--- config.mk ---
export PLATFORM = sky130hd
export DESIGN_NAME = exec_sched_flat
export DESIGN_NICKNAME = d
export VERILOG_FILES = /design/src/rtl/def.sv /design/src/rtl/exec_sched_if.sv /design/src/rtl/exec_sched_div_iter.sv /design/src/rtl/exec_sched.sv /design/src/flat_wrapper.sv
export SDC_FILE = /design/constraint.sdc
export NUM_CORES = 1
export LEC_CHECK = 0
export CORE_UTILIZATION = 62
export CTS_BUF_LIST = sky130_fd_sc_hd__clkbuf_16
export CTS_CLUSTER_SIZE = 24
export DETAILED_ROUTE_END_ITERATION = 12
export GPL_ROUTABILITY_DRIVEN = 0
export PLACE_DENSITY = 0.87
export SKIP_LAST_GASP = 1
export SLEW_MARGIN = 30
export SYNTH_ARGS = -nofsm -noshare
export SYNTH_HDL_FRONTEND = slang
export SYNTH_HIERARCHICAL = 1
export SYNTH_SLANG_ARGS = --single-unit
export TNS_END_PERCENT = 5
--- constraint.sdc ---
create_clock -name clk -period 11.2 [get_ports clk]
set_input_delay 2.24 -clock clk [delete_from_list [all_inputs] [get_ports clk]]
set_output_delay 2.24 -clock clk [all_outputs]
set_load 0.05 [all_outputs]
--- src/rtl/def.sv ---
// Shared types for the execute scheduler: operation kinds and FSM states.
// Latency: n/a (types only).
// Backpressure: n/a (types only).
package def;

    typedef enum logic [2:0] {
        K_ALU  = 3'd0,
        K_DIV  = 3'd1,
        K_DIVU = 3'd2,
        K_REM  = 3'd3,
        K_REMU = 3'd4
    } exec_kind_t;

    typedef enum logic [1:0] {
        IDLE     = 2'd0,
        ALU_WAIT = 2'd1,
        DIV_RUN  = 2'd2,
        HOLD     = 2'd3
    } state_t;

endpackage

--- src/rtl/exec_sched_if.sv ---
// Issue/writeback/ALU bundle between the issue stage and the execute scheduler.
// Latency: n/a (wires only).
// Backpressure: in_valid/in_ready on issue, out_valid/out_ready on writeback.
interface exec_sched_if import def::*; #(parameter int XLEN = 32) ();

    logic             flush;
    logic             in_valid;
    logic             in_ready;
    exec_kind_t       in_kind;
    logic [4:0]       in_rd;
    logic [XLEN-1:0]  in_a;
    logic [XLEN-1:0]  in_b;
    logic             alu_enabled;
    logic [XLEN-1:0]  alu_result;
    logic             out_valid;
    logic             out_ready;
    logic [4:0]       out_rd;
    logic [XLEN-1:0]  out_result;
    logic             busy;

    // master: issue stage + ALU + writeback side
    modport master (
        output flush, in_valid, in_kind, in_rd, in_a, in_b, alu_result, out_ready,
        input  in_ready, alu_enabled, out_valid, out_rd, out_result, busy
    );

    // slave: the scheduler
    modport slave (
        input  flush, in_valid, in_kind, in_rd, in_a, in_b, alu_result, out_ready,
        output in_ready, alu_enabled, out_valid, out_rd, out_result, busy
    );

endinterface

--- src/rtl/exec_sched_div_iter.sv ---
// Unsigned restoring divider, one quotient bit per clock, XLEN steps.
// Latency: start edge loads operands; done is high during the cycle whose edge performs step XLEN.
// Backpressure: none; start reloads at any time, abort returns it to idle.
// Ports: start/abort control, dividend/divisor in, done + post-step quotient/remainder out.
module div_iter #(parameter int XLEN = 32) (
    input  logic            clk,
    input  logic            rstn,
    input  logic            start,
    input  logic            abort,
    input  logic [XLEN-1:0] dividend,
    input  logic [XLEN-1:0] divisor,
    output logic            done,
    output logic [XLEN-1:0] quotient,
    output logic [XLEN-1:0] remainder
);

    localparam int CW = $clog2(XLEN + 1);

    logic [XLEN-1:0] rem_q, quo_q, dsr_q;
    logic [CW-1:0]   cnt_q;
    logic [XLEN:0]   shifted, diff;
    logic            ge;

    // Partial remainder shifted left with the next dividend bit; the
    // subtraction's borrow tells whether the divisor fits.
    assign shifted   = {rem_q, quo_q[XLEN-1]};
    assign diff      = shifted - {1'b0, dsr_q};
    assign ge        = ~diff[XLEN];

    // Outputs are the values after the step that happens at the coming edge,
    // so the owner can capture the final result on the same edge as the step.
    assign remainder = ge ? diff[XLEN-1:0] : shifted[XLEN-1:0];
    assign quotient  = {quo_q[XLEN-2:0], ge};
    assign done      = (cnt_q == CW'(1));

    always_ff @(posedge clk or negedge rstn) begin
        if (!rstn) begin
            rem_q <= '0;
            quo_q <= '0;
            dsr_q <= '0;
            cnt_q <= '0;
        end else if (abort) begin
            cnt_q <= '0;
        end else if (start) begin
            rem_q <= '0;
            quo_q <= dividend;
            dsr_q <= divisor;
            cnt_q <= CW'(XLEN);
        end else if (cnt_q != '0) begin
            rem_q <= remainder;
            quo_q <= quotient;
            cnt_q <= cnt_q - CW'(1);
        end
    end

endmodule

--- src/rtl/exec_sched.sv ---
// Execute scheduler: single-cycle ALU handoff plus iterative signed/unsigned divide.
// Latency: ALU 1 cycle after accept, divide 32 cycles, divide-by-zero/overflow straight to HOLD.
// Backpressure: result held in HOLD until out_ready; no new issue accepted while ALU_WAIT/DIV_RUN.
// Ports: clk, rstn (async active-low), bus (exec_sched_if.slave: flush, issue, ALU, writeback, busy).
module exec_sched import def::*; #(parameter int XLEN = 32) (
    input  logic         clk,
    input  logic         rstn,
    exec_sched_if.slave  bus
);

    localparam logic [XLEN-1:0] INT_MIN = {1'b1, {(XLEN-1){1'b0}}};

    state_t          state, state_nxt;
    logic            accept, is_alu, is_signed, is_rem;
    logic            div_zero, div_ovf, div_special, div_start, div_done;
    logic            neg_q, neg_r, rem_sel;
    logic [XLEN-1:0] special_val, mag_a, mag_b;
    logic [XLEN-1:0] div_quo, div_rem, quo_fix, rem_fix, div_res;

    // Unrecognised kind encodings fall into the divide path as unsigned quotient.
    assign is_alu      = (bus.in_kind == K_ALU);
    assign is_signed   = (bus.in_kind == K_DIV) || (bus.in_kind == K_REM);
    assign is_rem      = (bus.in_kind == K_REM) || (bus.in_kind == K_REMU);

    assign div_zero    = (bus.in_b == '0);
    assign div_ovf     = is_signed && (bus.in_a == INT_MIN) && (bus.in_b == '1);
    assign div_special = div_zero || div_ovf;
    assign special_val = div_zero ? (is_rem ? bus.in_a : '1)
                                  : (is_rem ? '0       : INT_MIN);

    assign mag_a = (is_signed && bus.in_a[XLEN-1]) ? -bus.in_a : bus.in_a;
    assign mag_b = (is_signed && bus.in_b[XLEN-1]) ? -bus.in_b : bus.in_b;

    // HOLD can take a new op in the same cycle its result drains.
    assign bus.in_ready    = !bus.flush &&
                             ((state == IDLE) || ((state == HOLD) && bus.out_ready));
    assign accept          = bus.in_valid && bus.in_ready;
    assign bus.alu_enabled = accept && is_alu;
    assign div_start       = accept && !is_alu && !div_special;

    assign bus.out_valid   = (state == HOLD);
    assign bus.busy        = (state != IDLE);

    div_iter #(.XLEN(XLEN)) u_div (
        .clk       (clk),
        .rstn      (rstn),
        .start     (div_start),
        .abort     (bus.flush),
        .dividend  (mag_a),
        .divisor   (mag_b),
        .done      (div_done),
        .quotient  (div_quo),
        .remainder (div_rem)
    );

    // Quotient negative iff operand signs differ; remainder follows the dividend.
    assign quo_fix = neg_q ? -div_quo : div_quo;
    assign rem_fix = neg_r ? -div_rem : div_rem;
    assign div_res = rem_sel ? rem_fix : quo_fix;

    always_ff @(posedge clk or negedge rstn) begin
        if (!rstn) begin
            state <= IDLE;
        end else begin
            state <= state_nxt;
        end
    end

    always_comb begin
        state_nxt = state;
        if (bus.flush) begin
            state_nxt = IDLE;
        end else begin
            case (state)
                IDLE, HOLD: begin
                    if (accept) begin
                        if (is_alu)           state_nxt = ALU_WAIT;
                        else if (div_special) state_nxt = HOLD;
                        else                  state_nxt = DIV_RUN;
                    end else if ((state == HOLD) && bus.out_ready) begin
                        state_nxt = IDLE;
                    end
                end
                ALU_WAIT: state_nxt = HOLD;
                DIV_RUN:  if (div_done) state_nxt = HOLD;
                default:  state_nxt = IDLE;
            endcase
        end
    end

    always_ff @(posedge clk or negedge rstn) begin
        if (!rstn) begin
            bus.out_rd     <= '0;
            bus.out_result <= '0;
            neg_q          <= 1'b0;
            neg_r          <= 1'b0;
            rem_sel        <= 1'b0;
        end else if (accept) begin
            bus.out_rd <= bus.in_rd;
            neg_q      <= is_signed && (bus.in_a[XLEN-1] ^ bus.in_b[XLEN-1]);
            neg_r      <= is_signed && bus.in_a[XLEN-1];
            rem_sel    <= is_rem;
            if (!is_alu && div_special) begin
                bus.out_result <= special_val;
            end
        end else if (!bus.flush) begin
            if (state == ALU_WAIT) begin
                bus.out_result <= bus.alu_result;
            end else if ((state == DIV_RUN) && div_done) begin
                bus.out_result <= div_res;
            end
        end
    end

endmodule
--- src/flat_wrapper.sv ---
// flat-port wrapper written by rule: the top's interface ports become plain ports
module exec_sched_flat import def::*;
#(parameter int XLEN = 32)
  (clk, rstn, bus_flush, bus_in_valid, bus_in_kind, bus_in_rd, bus_in_a, bus_in_b, bus_alu_result, bus_out_ready, bus_in_ready, bus_alu_enabled, bus_out_valid, bus_out_rd, bus_out_result, bus_busy);
  exec_sched_if #(.XLEN(XLEN)) bus_i ();
  input  logic clk;
  input  logic rstn;
  input wire logic [$bits(bus_i.flush)-1:0] bus_flush;
  input wire logic [$bits(bus_i.in_valid)-1:0] bus_in_valid;
  input wire logic [$bits(bus_i.in_kind)-1:0] bus_in_kind;
  input wire logic [$bits(bus_i.in_rd)-1:0] bus_in_rd;
  input wire logic [$bits(bus_i.in_a)-1:0] bus_in_a;
  input wire logic [$bits(bus_i.in_b)-1:0] bus_in_b;
  input wire logic [$bits(bus_i.alu_result)-1:0] bus_alu_result;
  input wire logic [$bits(bus_i.out_ready)-1:0] bus_out_ready;
  output wire logic [$bits(bus_i.in_ready)-1:0] bus_in_ready;
  output wire logic [$bits(bus_i.alu_enabled)-1:0] bus_alu_enabled;
  output wire logic [$bits(bus_i.out_valid)-1:0] bus_out_valid;
  output wire logic [$bits(bus_i.out_rd)-1:0] bus_out_rd;
  output wire logic [$bits(bus_i.out_result)-1:0] bus_out_result;
  output wire logic [$bits(bus_i.busy)-1:0] bus_busy;
  assign bus_i.flush = bus_flush;
  assign bus_i.in_valid = bus_in_valid;
  assign bus_i.in_kind = bus_in_kind;
  assign bus_i.in_rd = bus_in_rd;
  assign bus_i.in_a = bus_in_a;
  assign bus_i.in_b = bus_in_b;
  assign bus_i.alu_result = bus_alu_result;
  assign bus_i.out_ready = bus_out_ready;
  assign bus_in_ready = bus_i.in_ready;
  assign bus_alu_enabled = bus_i.alu_enabled;
  assign bus_out_valid = bus_i.out_valid;
  assign bus_out_rd = bus_i.out_rd;
  assign bus_out_result = bus_i.out_result;
  assign bus_busy = bus_i.busy;
  exec_sched #(.XLEN(XLEN)) u_core (.clk(clk), .rstn(rstn), .bus(bus_i));
endmodule
==> results of run 1 <==
==> metrics by stage <==
stage / setup WS (ns) / power [mW] / cells / cell area, sq um
floorplan: 5.69 / 3.79 / 1582 / 12700
global placement: 4.29 / 4.48 / 1883 / 14000
detailed placement: 4.34 / 4.58 / 1884 / 14000
CTS: 4.60 / 5.24 / 1916 / 14600
global route: 4.11 / 5.67 / 1916 / 14600
finish: 4.51 / 5.34 / 1916 / 14600
==> worst max-delay path, stage by stage, from the launching register on <==
cell and delay [ns]:
dfrtp_1 0.41, inv_1 0.09, ha_1 0.18, inv_1 0.06
fa_1 0.43, a211oi_1 0.24, o21bai_1 0.16, o31ai_2 0.54
a311oi_2 0.26, o21ba_2 0.27, a211oi_2 0.18, buf_4 0.32
inv_2 0.37, mux2_4 0.31, inv_1 0.09, inv_1 0.07
ha_1 0.20, or4b_2 0.65, or3_1 0.51, or3_1 0.42
o21ai_0 0.21, xor2_1 0.13, a221o_1 0.34, a31oi_1 0.16
==> flip-flops by register name (all words and copies together) (netlist names) <==
register               cells
u_core/u_div/quo_q        32
u_core/rem_sel             1
u_core/bus.out_rd          5
u_core/state               2
u_core/bus.out_result     32
u_core/u_div/dsr_q        32
u_core/neg_r               1
u_core/neg_q               1
u_core/u_div/cnt_q         6
u_core/u_div/rem_q        32
==> power by group through the flow <==
stage	combinational, mW	clock, mW	sequential [mW]
floorplan	2.67	0	1.12
global placement	3.48	0	0.998
detailed placement	3.58	0	1.01
CTS	3.63	0.609	1.00
global route	4.00	0.628	1.04
finish	3.72	0.607	1.01
==> metal layers <==
| layer | global-route usage, % | vias up |
|---|---|---|
| met4 | 17.6 | 0 |
| li1 | - | 5781 |
| met5 | 0 | - |
| met2 | 58.1 | 761 |
| met1 | 46.7 | 6094 |
| met3 | 8.74 | 154 |
==> worst paths after layout <==
path	start	to	slack [ns]	cells past startpoint
setup reg to reg	u_core/u_div/quo_q[31]$_DFFE_PN0P_	u_core/bus.out_result[24]$_DFFE_PN0P_	4.51	23
max in group asynchronous	rstn	u_core/neg_r$_DFFE_PN0P_	8.20	2
min in group asynchronous	rstn	u_core/u_div/dsr_q[3]$_DFFE_PN0P_	1.81	1
hold reg to reg	u_core/bus.out_rd[2]$_DFFE_PN0P_	u_core/bus.out_rd[2]$_DFFE_PN0P_	0.47	2
setup / recovery	u_core/u_div/quo_q[31]$_DFFE_PN0P_	u_core/bus.out_result[24]$_DFFE_PN0P_	4.51	23
hold / removal	u_core/bus.out_rd[2]$_DFFE_PN0P_	u_core/bus.out_rd[2]$_DFFE_PN0P_	0.47	2
==> cells in the mapped netlist, types with 23 or more instances <==
master,number,area share (%)
nand3_1,23,0.91
inv_1,69,2.0
clkbuf_1,77,2.3
ha_1,43,4.2
buf_4,35,2.1
a31oi_1,30,1.5
nor2b_1,33,1.6
nor3_1,36,1.4
or3_1,26,1.3
dfrtp_1,144,28
xor2_1,67,4.6
nand4_1,23,1.1
mux2i_1,52,4.1
nand2_1,162,4.8
nor2_1,142,4.2
xnor2_1,69,4.8
o31ai_1,27,1.6
a21oi_1,85,3.4
o21ai_0,145,5.7
==> cells by family (layout without fill, tap and decap cells) <==
group | after synthesis | in the layout | share of synthesized area [%]
flops | 144 | 144 | 28.5
xor+xnor | 136 | 136 | 9.41
mux | 80 | 80 | 7.07
fa+ha+maj | 44 | 44 | 4.41
compound gates | 456 | 456 | 23.6
buf+inv | 196 | 265 | 7.13
simple gates | 526 | 526 | 19.9
==> layout make-up <==
class / instances / area [sq um]
multi-input combinational: 1242 / 8210
fill: 1400 / 5070
sequential: 144 / 3600
timing repair buffer: 162 / 1610
clock buffer: 17 / 425
tap: 265 / 332
inverter: 71 / 267
clock inverter: 15 / 193
==> impl_metrics.json, run 1 <==
{
  "final.setup_skew_ns": 0.0141,
  "holdWs_ns": 0.471,
  "cts_buffers": 17,
  "rsz0062_at_grt": "no",
  "vias": 12800,
  "core-area_sq_mm": 0.0197,
  "pwr-share-seq_pct": 19.0,
  "routed.top_layer": "met4",
  "critPathCaptureType": "flip-flop",
  "worst_slew_pin_slew_ns": 0.933,
  "clk_pin_slew_ns": 0.06,
  "cap_violations": 0,
  "ir_drop_mv": 0.238,
  "post_drt_wl_per_cell_microns": 20.2,
  "hold_violations": 0,
  "grt.overflow.total": 0,
  "cts.sinks": 144,
  "power.leakage_nw": 5.92,
  "grt_usage_pct": 36.6,
  "finalWirelength_mm": 38.7,
  "period_share_pct": 59.8,
  "ys.flop_type": "dfrtp_1",
  "ys_ff_latch": 144,
  "status": "finished clean",
  "synthDistinctLibCells": 79,
  "antenna-diode-count": 0,
  "cts.path.max_buffers": 2,
  "die_area_sq_mm": 0.0210,
  "die_h_microns": 145,
  "cts_setup_buffers": 0,
  "max-slew-margin-rel_pct": 37.6,
  "tns_ns": 0,
  "syn2layout_area_growth_pct": 15.6,
  "power.share.clock_pct": 11.4,
  "cts.htree.levels": 4,
  "vias_per_cell": 6.68,
  "cts_hold_repair.buffers": 0,
  "min_path_type": "reg -> reg",
  "maxSlewViolCount": 0,
  "synth_fp_nets": 1735,
  "critPathLaunchType": "flip-flop",
  "grt_pass1_wl_mm": 61.7,
  "grt_max_degree": 81,
  "period_minus_slack_ns": 6.69,
  "cts.repair.resized": 0,
  "max_freq_ghz": 0.149,
  "p_int_mw": 2.60,
  "final_cell_mix": "162 x nand2_1, 148 x clkdlybuf4s50_1, 145 x o21ai_0",
  "pin_count": 150,
  "yosys_warnings": 6,
  "wl_met2_mm": 17.7,
  "hpwl_mm": 27.6,
  "antenna_found_initial": 0,
  "wl_met1_mm": 15.4,
  "crit_type": "reg -> reg",
  "dr.pass1.iters": 6,
  "final_common_cell": "nand2_1",
  "switching_share_pct": 51.3,
  "cts_tree": "yes",
  "syn_avg_cell_area_sq_um": 8.01,
  "rows": 51,
  "drc": 0,
  "p_sw_mw": 2.74,
  "crit_required_ns": 11.55,
  "synth.yosys.seq_area_share_pct": 28.5,
  "netlist_instances": 1582,
  "setup_viol": 0,
  "combPwrFrac_pct": 69.6,
  "fin_util_pct": 74.3,
  "async_reset_ff_share_pct": 100,
  "clkLatencyLatePin_ns": 0.44,
  "dr.first_iter.drc_count": 1840,
  "final_antenna_net_count": 0,
  "worst-path-max-fanout": 30,
  "ctsRootBufferMaster": "clkbuf_16",
  "p_per_area_mw_per_mm2": 364,
  "dr_wl_met3_mm": 3.71,
  "arrival_ns": 7.05,
  "io_buffers": 149,
  "syn-cell-area_sq_mm": 0.0127,
  "synth_edf_count": 0,
  "grt_pass1_vias": 11900,
  "nNetsFinal": 1791,
  "start_util_pct": 64.2,
  "drive_gt1_share_pct": 7.21,
  "die_w_microns": 145
}
Power figures use the tool's default switching activity.
==> run 2, diff against run 1 <==
--- a/config.mk
+++ b/config.mk
@@ -5,12 +5,12 @@
 export SDC_FILE = /design/constraint.sdc
 export NUM_CORES = 1
 export LEC_CHECK = 0
-export CORE_UTILIZATION = 62
+export CORE_UTILIZATION = 52
 export CTS_BUF_LIST = sky130_fd_sc_hd__clkbuf_16
 export CTS_CLUSTER_SIZE = 24
 export DETAILED_ROUTE_END_ITERATION = 12
 export GPL_ROUTABILITY_DRIVEN = 0
-export PLACE_DENSITY = 0.87
+export PLACE_DENSITY = 0.78
 export SKIP_LAST_GASP = 1
 export SLEW_MARGIN = 30
 export SYNTH_ARGS = -nofsm -noshare
==> constraint.sdc (replaced) <==
create_clock -name clk -period 5.62 [get_ports clk]
set_input_delay 1.124 -clock clk [delete_from_list [all_inputs] [get_ports clk]]
set_output_delay 1.124 -clock clk [all_outputs]
set_load 0.05 [all_outputs]
==> run 2 against run 1 <==
Against the previous run: largest cell class unchanged; non-clock buffer count up 24; maximum frequency up 24%; critical endpoint unchanged; critical path type unchanged; die area up 19%; utilization down 11 points; final cell count up 4.1%.
==> impl_metrics.json, run 2 (synthesized netlist as in run 1, its figures left out) <==
{
  "status": "finished clean",
  "rows": 56,
  "slowest_delay_ns": 0.56,
  "p_per_area_mw_per_mm2": 731,
  "ctsRootBufferMaster": "clkbuf_16",
  "final.setup_skew_ns": 0.0158,
  "routed.top_layer": "met4",
  "die_area_sq_mm": 0.0250,
  "vias_per_cell": 6.28,
  "dr.first_iter.drc_count": 1386,
  "rsz0062_at_grt": "no",
  "crit_type": "reg -> reg",
  "antenna-diode-count": 0,
  "critPathCaptureType": "flip-flop",
  "period_share_pct": 95.9,
  "cts.htree.levels": 4,
  "cp.depth": 21,
  "clkLatencyLatePin_ns": 0.44,
  "post_drt_wl_per_cell_microns": 20.0,
  "hold_violations": 0,
  "dr.pass1.iters": 6,
  "die_h_microns": 158,
  "die_w_microns": 158,
  "nNetsFinal": 1815,
  "cts_tree": "yes",
  "r2r_cells": 21,
  "fin_util_pct": 63.0,
  "setup_viol": 0,
  "arrival_ns": 5.74,
  "cts.sinks": 144,
  "finalWirelength_mm": 39.8,
  "core-area_sq_mm": 0.0237,
  "holdPathStages": 2,
  "power_mw": 10.9,
  "period_minus_slack_ns": 5.39,
  "cap_violations": 0,
  "grt_pass1_wl_mm": 62.1,
  "cts.path.max_buffers": 2,
  "ir_drop_mv": 0.305,
  "grt_usage_pct": 32.2,
  "grt.overflow.total": 0,
  "worst-path-max-fanout": 10,
  "final_antenna_net_count": 0,
  "final_common_cell": "nand2_1",
  "min_path_type": "reg -> reg",
  "clk_pin_slew_ns": 0.07,
  "vias": 12500,
  "cts_buffers": 17,
  "max-slew-margin-rel_pct": 31.0,
  "wl_met1_mm": 16.8,
  "wl_met2_mm": 17.6,
  "hpwl_mm": 29.5,
  "start_util_pct": 53.5,
  "crit_family": "compound AO/OA/AOI/OAI gates",
  "drc": 0,
  "drive_gt1_share_pct": 8.66,
  "grt_max_degree": 75,
  "path_buf_inv": 5,
  "worst_slew_pin_slew_ns": 1.03,
  "slowest_stage": "or4_4",
  "maxSlewViolCount": 0,
  "cp_cell_sequence": "inv_1, ha_1, inv_1, fa_2, a211oi_1, o21bai_1, o31ai_2, a311oi_2, o21ba_2, a211oi_4, clkinv_4, buf_4, mux2_4, or4_4, or4_1, buf_4, or3_1, o21ai_0, xor2_1, a221o_1, a31oi_1",
  "final_cell_mix": "162 x nand2_1, 148 x clkdlybuf4s50_1, 145 x o21ai_0",
  "pin_count": 150,
  "syn2layout_area_growth_pct": 17.9,
  "max_freq_ghz": 0.186,
  "crit_required_ns": 5.97,
  "critPathLaunchType": "flip-flop",
  "antenna_found_initial": 0,
  "power.leakage_nw": 6.03,
  "grt_pass1_vias": 11500,
  "io_buffers": 149,
  "dr_wl_met3_mm": 3.76
}
## run 2: path summary, 6_finish.rpt
path	start	to	slack [ns]
max	u_core/u_div/quo_q[31]$_DFFE_PN0P_	u_core/bus.out_result[24]$_DFFE_PN0P_	0.23
min	u_core/bus.out_rd[0]$_DFFE_PN0P_	u_core/bus.out_rd[0]$_DFFE_PN0P_	0.48
max reg2reg	u_core/u_div/quo_q[31]$_DFFE_PN0P_	u_core/bus.out_result[24]$_DFFE_PN0P_	0.23
min reg2reg	u_core/bus.out_rd[0]$_DFFE_PN0P_	u_core/bus.out_rd[0]$_DFFE_PN0P_	0.48
max in group asynchronous	rstn	u_core/neg_r$_DFFE_PN0P_	3.80
min in group asynchronous	rstn	u_core/u_div/quo_q[27]$_DFFE_PN0P_	0.72
## run 2: per-stage QoR
stage,std cells,setup WS (ns),area [sq um],TNS (ns),hold WS (ns)
2_1_floorplan,1582,0.215,12700,0,0.450
5_1_grt,1994,0.000611,14900,0,0.509
3_5_place_dp,1957,-0.00826,14200,-0.00826,0.466
4_1_cts,1989,0.0417,14900,0,0.481
3_3_place_gp,1957,0.130,14200,0,0.459
6_report,1994,0.230,14900,0,0.475
## run 2: power by group
group	switching, mW	internal [mW]	total, mW	leakage, nW
Clock	0.484	0.741	1.22	0.296
Sequential	0.491	1.52	2.02	1.80
Combinational	4.57	3.10	7.67	3.94
## run 2: worst reg2reg max path, cell delays in order, from the launching register on
cell and delay, ns:
dfrtp_1 0.38, inv_1 0.08, ha_1 0.18, inv_1 0.06, fa_2 0.37, a211oi_1 0.22
o21bai_1 0.13, o31ai_2 0.26, a311oi_2 0.15, o21ba_2 0.25, a211oi_4 0.28, clkinv_4 0.14
buf_4 0.22, mux2_4 0.35, or4_4 0.56, or4_1 0.43, buf_4 0.18, or3_1 0.32
o21ai_0 0.20, xor2_1 0.09, a221o_1 0.29, a31oi_1 0.16
## run 2: final cells by class
type	count	area, sq um
Clock buffer	17	425
Clock inverter	15	195
Fill cell	2045	8750
Inverter	71	272
Multi-Input combinational cell	1242	8240
Sequential cell	144	3600
Tap cell	319	399
Timing Repair Buffer	186	1800
## run 2: routing by layer
| layer | vias up | GRT usage, % |
|---|---|---|
| li1 | 5803 | - |
| met1 | 5914 | 43.3 |
| met2 | 688 | 50.0 |
| met3 | 111 | 5.69 |
| met4 | 0 | 15.4 |
| met5 | - | 0 |
## run 2: what timing repair did
action                                  4_1_cts  5_1_grt
cloned                                        0        0
endpoints found under the setup margin        2       16
hold buffers                                  0        0
resized for setup                             2        7
buffers inserted                              0        5
pin swaps                                     0        3
